[src/rtl/fetch_prefetch_buffer.sv]
// Instruction prefetch buffer: assembles 32-bit memory words into 64-bit bundles
// fetched sequentially ahead of the core, flushing and refetching on any address miss.
module fetch_prefetch_buffer #(
  parameter int unsigned DEPTH   = 4,
  parameter int unsigned MAX_OUT = 4
) (
  input  logic        clk,
  input  logic        rst,
  input  logic [28:0] IN_instrAddr,
  input  logic        IN_instrReadEnable,
  output logic [63:0] OUT_instrRaw,
  output logic        OUT_ready,
  output logic        OUT_MEM_req,
  output logic [29:0] OUT_MEM_addr,
  input  logic        IN_MEM_ack,
  input  logic        IN_MEM_rvalid,
  input  logic [31:0] IN_MEM_rdata
);

  localparam int unsigned PW = (DEPTH > 1) ? $clog2(DEPTH) : 1;
  localparam int unsigned CW = $clog2(DEPTH + 1);
  localparam int unsigned IW = $clog2(MAX_OUT + 1);
  localparam int unsigned DW = 8;
  localparam int unsigned OW = $clog2(2 * DEPTH + MAX_OUT + 2);

  logic [63:0]   queue_q [DEPTH];
  logic [28:0]   head_addr_q, head_addr_d;
  logic [29:0]   issue_addr_q, issue_addr_d;
  logic [PW-1:0] head_ptr_q, head_ptr_d;
  logic [PW-1:0] tail_ptr_q, tail_ptr_d;
  logic [CW-1:0] count_q, count_d;
  logic [31:0]   word0_q, word0_d;
  logic          half_q, half_d;
  logic [IW-1:0] inflight_q, inflight_d;
  logic [DW-1:0] discard_q, discard_d;
  logic [63:0]   raw_q, raw_d;
  logic          started_q;

  logic          redirect_c;
  logic          pop_c;
  logic          push_c;
  logic          req_c;
  logic          fill_c;
  logic [OW-1:0] occupancy_c;

  // Words already committed to the queue: buffered bundles, the half bundle, and in flight.
  assign occupancy_c = OW'({count_q, 1'b0}) + OW'(half_q) + OW'(inflight_q);
  assign redirect_c  = (IN_instrAddr != head_addr_q);
  assign pop_c       = (count_q != '0) && !redirect_c && !IN_instrReadEnable;
  assign req_c       = started_q && !redirect_c && (inflight_q < IW'(MAX_OUT))
                       && (occupancy_c < OW'(2 * DEPTH));
  assign fill_c      = IN_MEM_rvalid && (discard_q == '0);

  assign OUT_ready    = (count_q != '0) && !redirect_c;
  assign OUT_MEM_req  = req_c;
  assign OUT_MEM_addr = issue_addr_q;
  assign OUT_instrRaw = raw_q;

  always_comb begin
    head_addr_d  = head_addr_q;
    issue_addr_d = issue_addr_q;
    head_ptr_d   = head_ptr_q;
    tail_ptr_d   = tail_ptr_q;
    count_d      = count_q;
    word0_d      = word0_q;
    half_d       = half_q;
    inflight_d   = inflight_q;
    discard_d    = discard_q;
    raw_d        = raw_q;
    push_c       = 1'b0;

    if (redirect_c) begin
      // Everything outstanding becomes stale, including a response landing right now.
      head_addr_d  = IN_instrAddr;
      issue_addr_d = {IN_instrAddr, 1'b0};
      head_ptr_d   = '0;
      tail_ptr_d   = '0;
      count_d      = '0;
      half_d       = 1'b0;
      inflight_d   = '0;
      discard_d    = discard_q + DW'(inflight_q) + DW'(IN_MEM_ack) - DW'(IN_MEM_rvalid);
    end else begin
      if (IN_MEM_ack) begin
        issue_addr_d = issue_addr_q + 30'd1;
      end
      inflight_d = inflight_q + IW'(IN_MEM_ack) - IW'(fill_c);

      if (IN_MEM_rvalid && (discard_q != '0)) begin
        discard_d = discard_q - DW'(1);
      end else if (fill_c && !half_q) begin
        word0_d = IN_MEM_rdata;
        half_d  = 1'b1;
      end else if (fill_c) begin
        push_c  = 1'b1;
        half_d  = 1'b0;
      end

      if (pop_c) begin
        raw_d       = queue_q[head_ptr_q];
        head_ptr_d  = head_ptr_q + PW'(1);
        head_addr_d = head_addr_q + 29'd1;
      end
      if (push_c) begin
        tail_ptr_d = tail_ptr_q + PW'(1);
      end
      count_d = count_q + CW'(push_c) - CW'(pop_c);
    end
  end

  always_ff @(posedge clk) begin
    if (!rst) begin
      head_addr_q  <= '0;
      issue_addr_q <= '0;
      head_ptr_q   <= '0;
      tail_ptr_q   <= '0;
      count_q      <= '0;
      word0_q      <= '0;
      half_q       <= 1'b0;
      inflight_q   <= '0;
      discard_q    <= '0;
      raw_q        <= '0;
      started_q    <= 1'b0;
    end else begin
      head_addr_q  <= head_addr_d;
      issue_addr_q <= issue_addr_d;
      head_ptr_q   <= head_ptr_d;
      tail_ptr_q   <= tail_ptr_d;
      count_q      <= count_d;
      word0_q      <= word0_d;
      half_q       <= half_d;
      inflight_q   <= inflight_d;
      discard_q    <= discard_d;
      raw_q        <= raw_d;
      started_q    <= 1'b1;
    end
  end

  // Bundle storage carries no reset; validity is tracked by count and pointers.
  always_ff @(posedge clk) begin
    if (push_c) begin
      queue_q[tail_ptr_q] <= {IN_MEM_rdata, word0_q};
    end
  end

endmodule

[config.mk]
export PLATFORM = sky130hd
export DESIGN_NAME = fetch_prefetch_buffer
export DESIGN_NICKNAME = d
export VERILOG_FILES = /design/src/rtl/fetch_prefetch_buffer.sv
export SDC_FILE = /design/constraint.sdc
export NUM_CORES = 1
export LEC_CHECK = 0
export BUFFER_PORTS_ARGS = -buffer_cell sky130_fd_sc_hd__buf_2
export CAP_MARGIN = 20
export CORE_AREA = 2 2 230 232
export CTS_CLUSTER_SIZE = 40
export DETAILED_ROUTE_END_ITERATION = 8
export DIE_AREA = 0 0 232 234
export GPL_TIMING_DRIVEN = 0
export SLEW_MARGIN = 10
export SYNTH_ARGS = -nofsm -noshare
export SYNTH_HDL_FRONTEND = slang
export SYNTH_SLANG_ARGS = --single-unit
[constraint.sdc]
create_clock -name clk -period 8.49 [get_ports clk]
set_clock_uncertainty 0.1 [all_clocks]
set_input_delay 0 -clock clk [delete_from_list [all_inputs] [get_ports clk]]
set_output_delay 0 -clock clk [all_outputs]
set_load 0.01 [all_outputs]
==> run_summary.xml <==
<?xml version="1.0" encoding="UTF-8"?>
<metrics>
  <group name="pwr">
    <metric name="power_frac_comb" unit="%">8.4</metric>
    <metric name="leakagePower" unit="uW">0.00849</metric>
    <metric name="pwr-share-seq" unit="%">48.0</metric>
    <metric name="power.density_cell_area" unit="mW/mm^2">214</metric>
    <metric name="netSwitchingFraction" unit="%">23.0</metric>
    <metric name="p_sw" unit="uW">1080</metric>
    <metric name="max-vdd-ir-drop" unit="mV">0.143</metric>
    <metric name="clkPwrFrac" unit="%">43.5</metric>
    <metric name="intPower" unit="uW">3630</metric>
  </group>
  <group name="critical_path">
    <metric name="reg2reg_from" unit="">count_q[1]</metric>
    <metric name="critPathBufInv" unit="">5</metric>
    <metric name="r2r_cells" unit="">13</metric>
    <metric name="critPathArrivalTime" unit="ps">4050</metric>
    <metric name="critical_path.top_delay_family" unit="">simple AND/OR/NAND/NOR gates</metric>
    <metric name="timing_worst_setup_path_type" unit="">register to register</metric>
    <metric name="crit_path_end" unit="">count_q[2]</metric>
    <metric name="timing.rr.end" unit="">count_q[2]</metric>
    <metric name="timing.critical_path.depth" unit="">13</metric>
    <metric name="worst_ep_required_time" unit="ps">8850</metric>
    <metric name="crit_path_frequent_cell" unit="">sky130_fd_sc_hd__inv_1</metric>
    <metric name="cp_slowest_cell" unit="">sky130_fd_sc_hd__nor3_1</metric>
    <metric name="setup.worst_path.end_class" unit="">register</metric>
    <metric name="crit_chain" unit="">nor3_1 -&gt; nor2_1 -&gt; nand3_1 -&gt; buf_4 -&gt; buf_6 -&gt; inv_1 -&gt; ha_1 -&gt; inv_1 -&gt; ha_1 -&gt; inv_1 -&gt; fa_1 -&gt; xnor2_1 -&gt; nor2_1</metric>
    <metric name="timing.reg2reg.setup_slack" unit="ps">4800</metric>
    <metric name="critical-path-max-stage-delay" unit="ps">770</metric>
    <metric name="startpoint" unit="">count_q[1]</metric>
    <metric name="critical_path.max_fanout" unit="">10</metric>
    <metric name="start_kind" unit="">register</metric>
  </group>
  <group name="drt">
    <metric name="detailroute.via_count" unit="">11400</metric>
    <metric name="drt_iter0_markers" unit="">807</metric>
    <metric name="detail_route.wl_per_cell" unit="um">19.4</metric>
    <metric name="drt-vias-per-instance" unit="">4.94</metric>
    <metric name="route.antenna.remaining_nets" unit="">0</metric>
    <metric name="detail_route.drc_violations" unit="">0</metric>
    <metric name="detailedRoute.firstPassIterationCount" unit="">5</metric>
    <metric name="detail_route.wirelength" unit="um">44900</metric>
  </group>
  <group name="floorplanning">
    <metric name="die_width" unit="um">232</metric>
    <metric name="die-area" unit="sq mm">0.0543</metric>
    <metric name="ios" unit="">162</metric>
    <metric name="placement_rows" unit="">84</metric>
    <metric name="die_span_y" unit="um">234</metric>
    <metric name="core_area" unit="sq mm">0.0520</metric>
    <metric name="starting_density" unit="%">34.6</metric>
  </group>
  <group name="synth">
    <metric name="synth-seq-cells" unit="">431</metric>
    <metric name="netlist_area" unit="sq mm">0.0180</metric>
    <metric name="post_synth_num_cell_types" unit="">53</metric>
    <metric name="yosysWarningCount" unit="">0</metric>
    <metric name="synth_top_cells_by_area" unit="">sky130_fd_sc_hd__edfxtp_1 43%, sky130_fd_sc_hd__dfxtp_1 19%, sky130_fd_sc_hd__mux4_2 8.0%</metric>
    <metric name="net_count_synth" unit="">1410</metric>
    <metric name="part_of_the_yosys_area_used_for_sequential_elements" unit="%">62.2</metric>
    <metric name="netlist_instances" unit="">1313</metric>
    <metric name="post-synth-top-area-cell" unit="">sky130_fd_sc_hd__edfxtp_1</metric>
    <metric name="async_sr_flop_fraction" unit="%">0</metric>
    <metric name="synth_most_common_cell" unit="">sky130_fd_sc_hd__edfxtp_1</metric>
    <metric name="synth-edff-count" unit="">256</metric>
    <metric name="synthDominantCellAreaShare" unit="%">42.7</metric>
    <metric name="post_synth.cell_area_avg" unit="sq um">13.7</metric>
    <metric name="yosys_most_used_dff" unit="">sky130_fd_sc_hd__edfxtp_1</metric>
    <metric name="synth.cells.most_frequent" unit="">256 x sky130_fd_sc_hd__edfxtp_1, 214 x sky130_fd_sc_hd__nand2_1, 175 x sky130_fd_sc_hd__dfxtp_1</metric>
  </group>
  <group name="sta">
    <metric name="max_slew_margin" unit="%">25.0</metric>
    <metric name="maxClockFrequency" unit="MHz">271</metric>
    <metric name="period_minus_slack" unit="ps">3690</metric>
    <metric name="worstMarginPinSlew" unit="ps">1120</metric>
    <metric name="grt_setup_unrepaired" unit="">false</metric>
    <metric name="postLayoutSetupSlackWorst" unit="ps">4800</metric>
    <metric name="totalNegativeSetupSlack" unit="ps">0</metric>
    <metric name="setup_violations" unit="">0</metric>
    <metric name="timing_hold_violations_final" unit="">0</metric>
    <metric name="final_max_slew_viol_count" unit="">0</metric>
    <metric name="fin_crit_sh" unit="%">43.4</metric>
  </group>
  <group name="clock_network">
    <metric name="cts_max_level" unit="">2</metric>
    <metric name="cts_made_buffers" unit="">46</metric>
    <metric name="clock_tree_from_tritoncts" unit="">yes</metric>
    <metric name="clock_latency" unit="ps">590</metric>
    <metric name="cts.clk_slew.worst_paths" unit="ps">60</metric>
    <metric name="cts_resized" unit="">0</metric>
    <metric name="cts_sinks" unit="">431</metric>
    <metric name="clock_tree.buffer_depth" unit="">3</metric>
    <metric name="clock-root-buffer" unit="">sky130_fd_sc_hd__clkbuf_16</metric>
  </group>
  <group name="place">
    <metric name="routabilityCongestion" unit="">0.825</metric>
    <metric name="dp.cells" unit="">2166</metric>
    <metric name="place.port_buffers" unit="">161</metric>
    <metric name="detailed_place_hpwl" unit="um">30100</metric>
    <metric name="place_worst_setup_slack" unit="ps">4740</metric>
  </group>
  <group name="global_route">
    <metric name="grt_start_max_net_pins" unit="">49</metric>
    <metric name="total_grt_overflow" unit="">0</metric>
    <metric name="grt_pass1_vias" unit="">12000</metric>
    <metric name="groute.usage.overall" unit="%">16.7</metric>
    <metric name="wire_length_of_the_first_global_routing_pass" unit="um">69200</metric>
    <metric name="grt_antenna_before_repair" unit="">1</metric>
  </group>
  <group name="finish">
    <metric name="synthToLayoutAreaGrowth" unit="%">22.3</metric>
    <metric name="post_route_cells_drive_above_1_share" unit="%">21.7</metric>
    <metric name="nNetsFinal" unit="">1690</metric>
    <metric name="fill_cells" unit="">4814</metric>
    <metric name="diodes_inserted" unit="">0</metric>
    <metric name="post_layout_nonfiller_instances" unit="">2318</metric>
  </group>
  <group name="run_status">
    <metric name="outcome" unit="">finished clean</metric>
  </group>
  <group name="hold_path">
    <metric name="hold_class" unit="">primary input to register</metric>
    <metric name="holdCritStartpoint" unit="">IN_MEM_rdata[7]</metric>
  </group>
  <group name="job">
    <metric name="max-cap-violations" unit="">0</metric>
  </group>
</metrics>
[cell families after synthesis]
| family | Yosys count | synth area share [%] |
|---|---|---|
| buffers and inverters | 107 | 2.86 |
| adder cells (fa/ha/maj) | 31 | 2.32 |
| multiplexers | 162 | 13.5 |
| XOR/XNOR | 103 | 5.01 |
| AO/OA/AOI/OAI | 117 | 4.41 |
| AND/OR/NAND/NOR | 362 | 9.74 |
| flip-flops | 431 | 62.2 |
[flip-flops by register name, indices dropped and copies added, names as in the netlist, 2 cells and up]
| register | count |
|---|---|
| OUT_instrRaw | 64 |
| OUT_MEM_addr | 30 |
| inflight_q | 3 |
| head_ptr_q | 2 |
| count_q | 3 |
| head_addr_q | 29 |
| word0_q | 32 |
| tail_ptr_q | 2 |
| discard_q | 8 |
| queue_q | 256 |
[cells in the final DEF, fill, tap and decap left out, drive strengths merged, types with 34 or more instances in the layout]
master / synthesis / layout
xnor2: 34 / 34
a211oi: 63 / 63
xor2: 69 / 69
edfxtp: 256 / 256
clkbuf: 41 / 113
mux2i: 98 / 98
a21oi: 34 / 34
dfxtp: 175 / 175
mux4: 64 / 64
nand2: 214 / 214
buf: 34 / 199
dlygate4sd3: 0 / 66
[power groups by stage]
stage	clock network [uW]	registers, uW	logic [uW]
after floorplan	0	2310	267
after global placement	0	2310	368
after detailed placement	0	2310	373
after CTS	2100	2260	402
after global routing	2180	2270	450
final	2050	2260	398
[worst reg2reg max path, delay by kind of cell, from the launching register on]
family                   cells  cell delay, ps
buffers and inverters        5             660
AND/OR/NAND/NOR              4            1500
flip-flops                   1             360
adder cells (fa/ha/maj)      3             790
XOR/XNOR                     1             170
[what timing repair did]
action	CTS	global route
hold buffers	66	0
setup buffers	0	0
hold endpoints to repair	230	0
[metal layers]
layer	routed length, um	track usage (%)	up-vias
met4	1090	5.27	2
met3	1860	2.47	69
met1	20000	21.7	5692
li1	-	-	5403
met2	22000	28.7	280
met5	13	0	-
[worst min-delay path by stage]
stage	endpoint	depth (start not counted)	slack, ps
after floorplan	started_q	0	-70
after global placement	started_q	1	20
after detailed placement	started_q	1	30
after CTS	queue_q[1][49]	2	50
after global routing	queue_q[1][44]	2	80
final	queue_q[2][39]	2	80
[cell type report]
class / count / area (sq um) / area share, %
sequential: 431 / 11200 / 50.8
clock inverter: 14 / 214 / 0.972
tap: 688 / 861 / 3.91
buffer: 75 / 394 / 1.79
timing repair buffer: 232 / 1580 / 7.16
clock buffer: 71 / 1350 / 6.12
multi-input combinational: 775 / 6310 / 28.7
inverter: 32 / 120 / 0.546
[through the flow]
stage | hold slack, ps | total power, uW | area [sq um] | utilization, %
after floorplan | -72.3 | 2570 | 18000 | -
after global placement | 20.1 | 2680 | 19700 | 37.8
after detailed placement | 25.1 | 2680 | 19800 | 38.0
after CTS | 53.0 | 4770 | 22000 | 42.3
after global routing | 82.0 | 4900 | 22000 | 42.3
final | 84.4 | 4720 | 22000 | 42.3
Power figures use the tool's default switching activity.
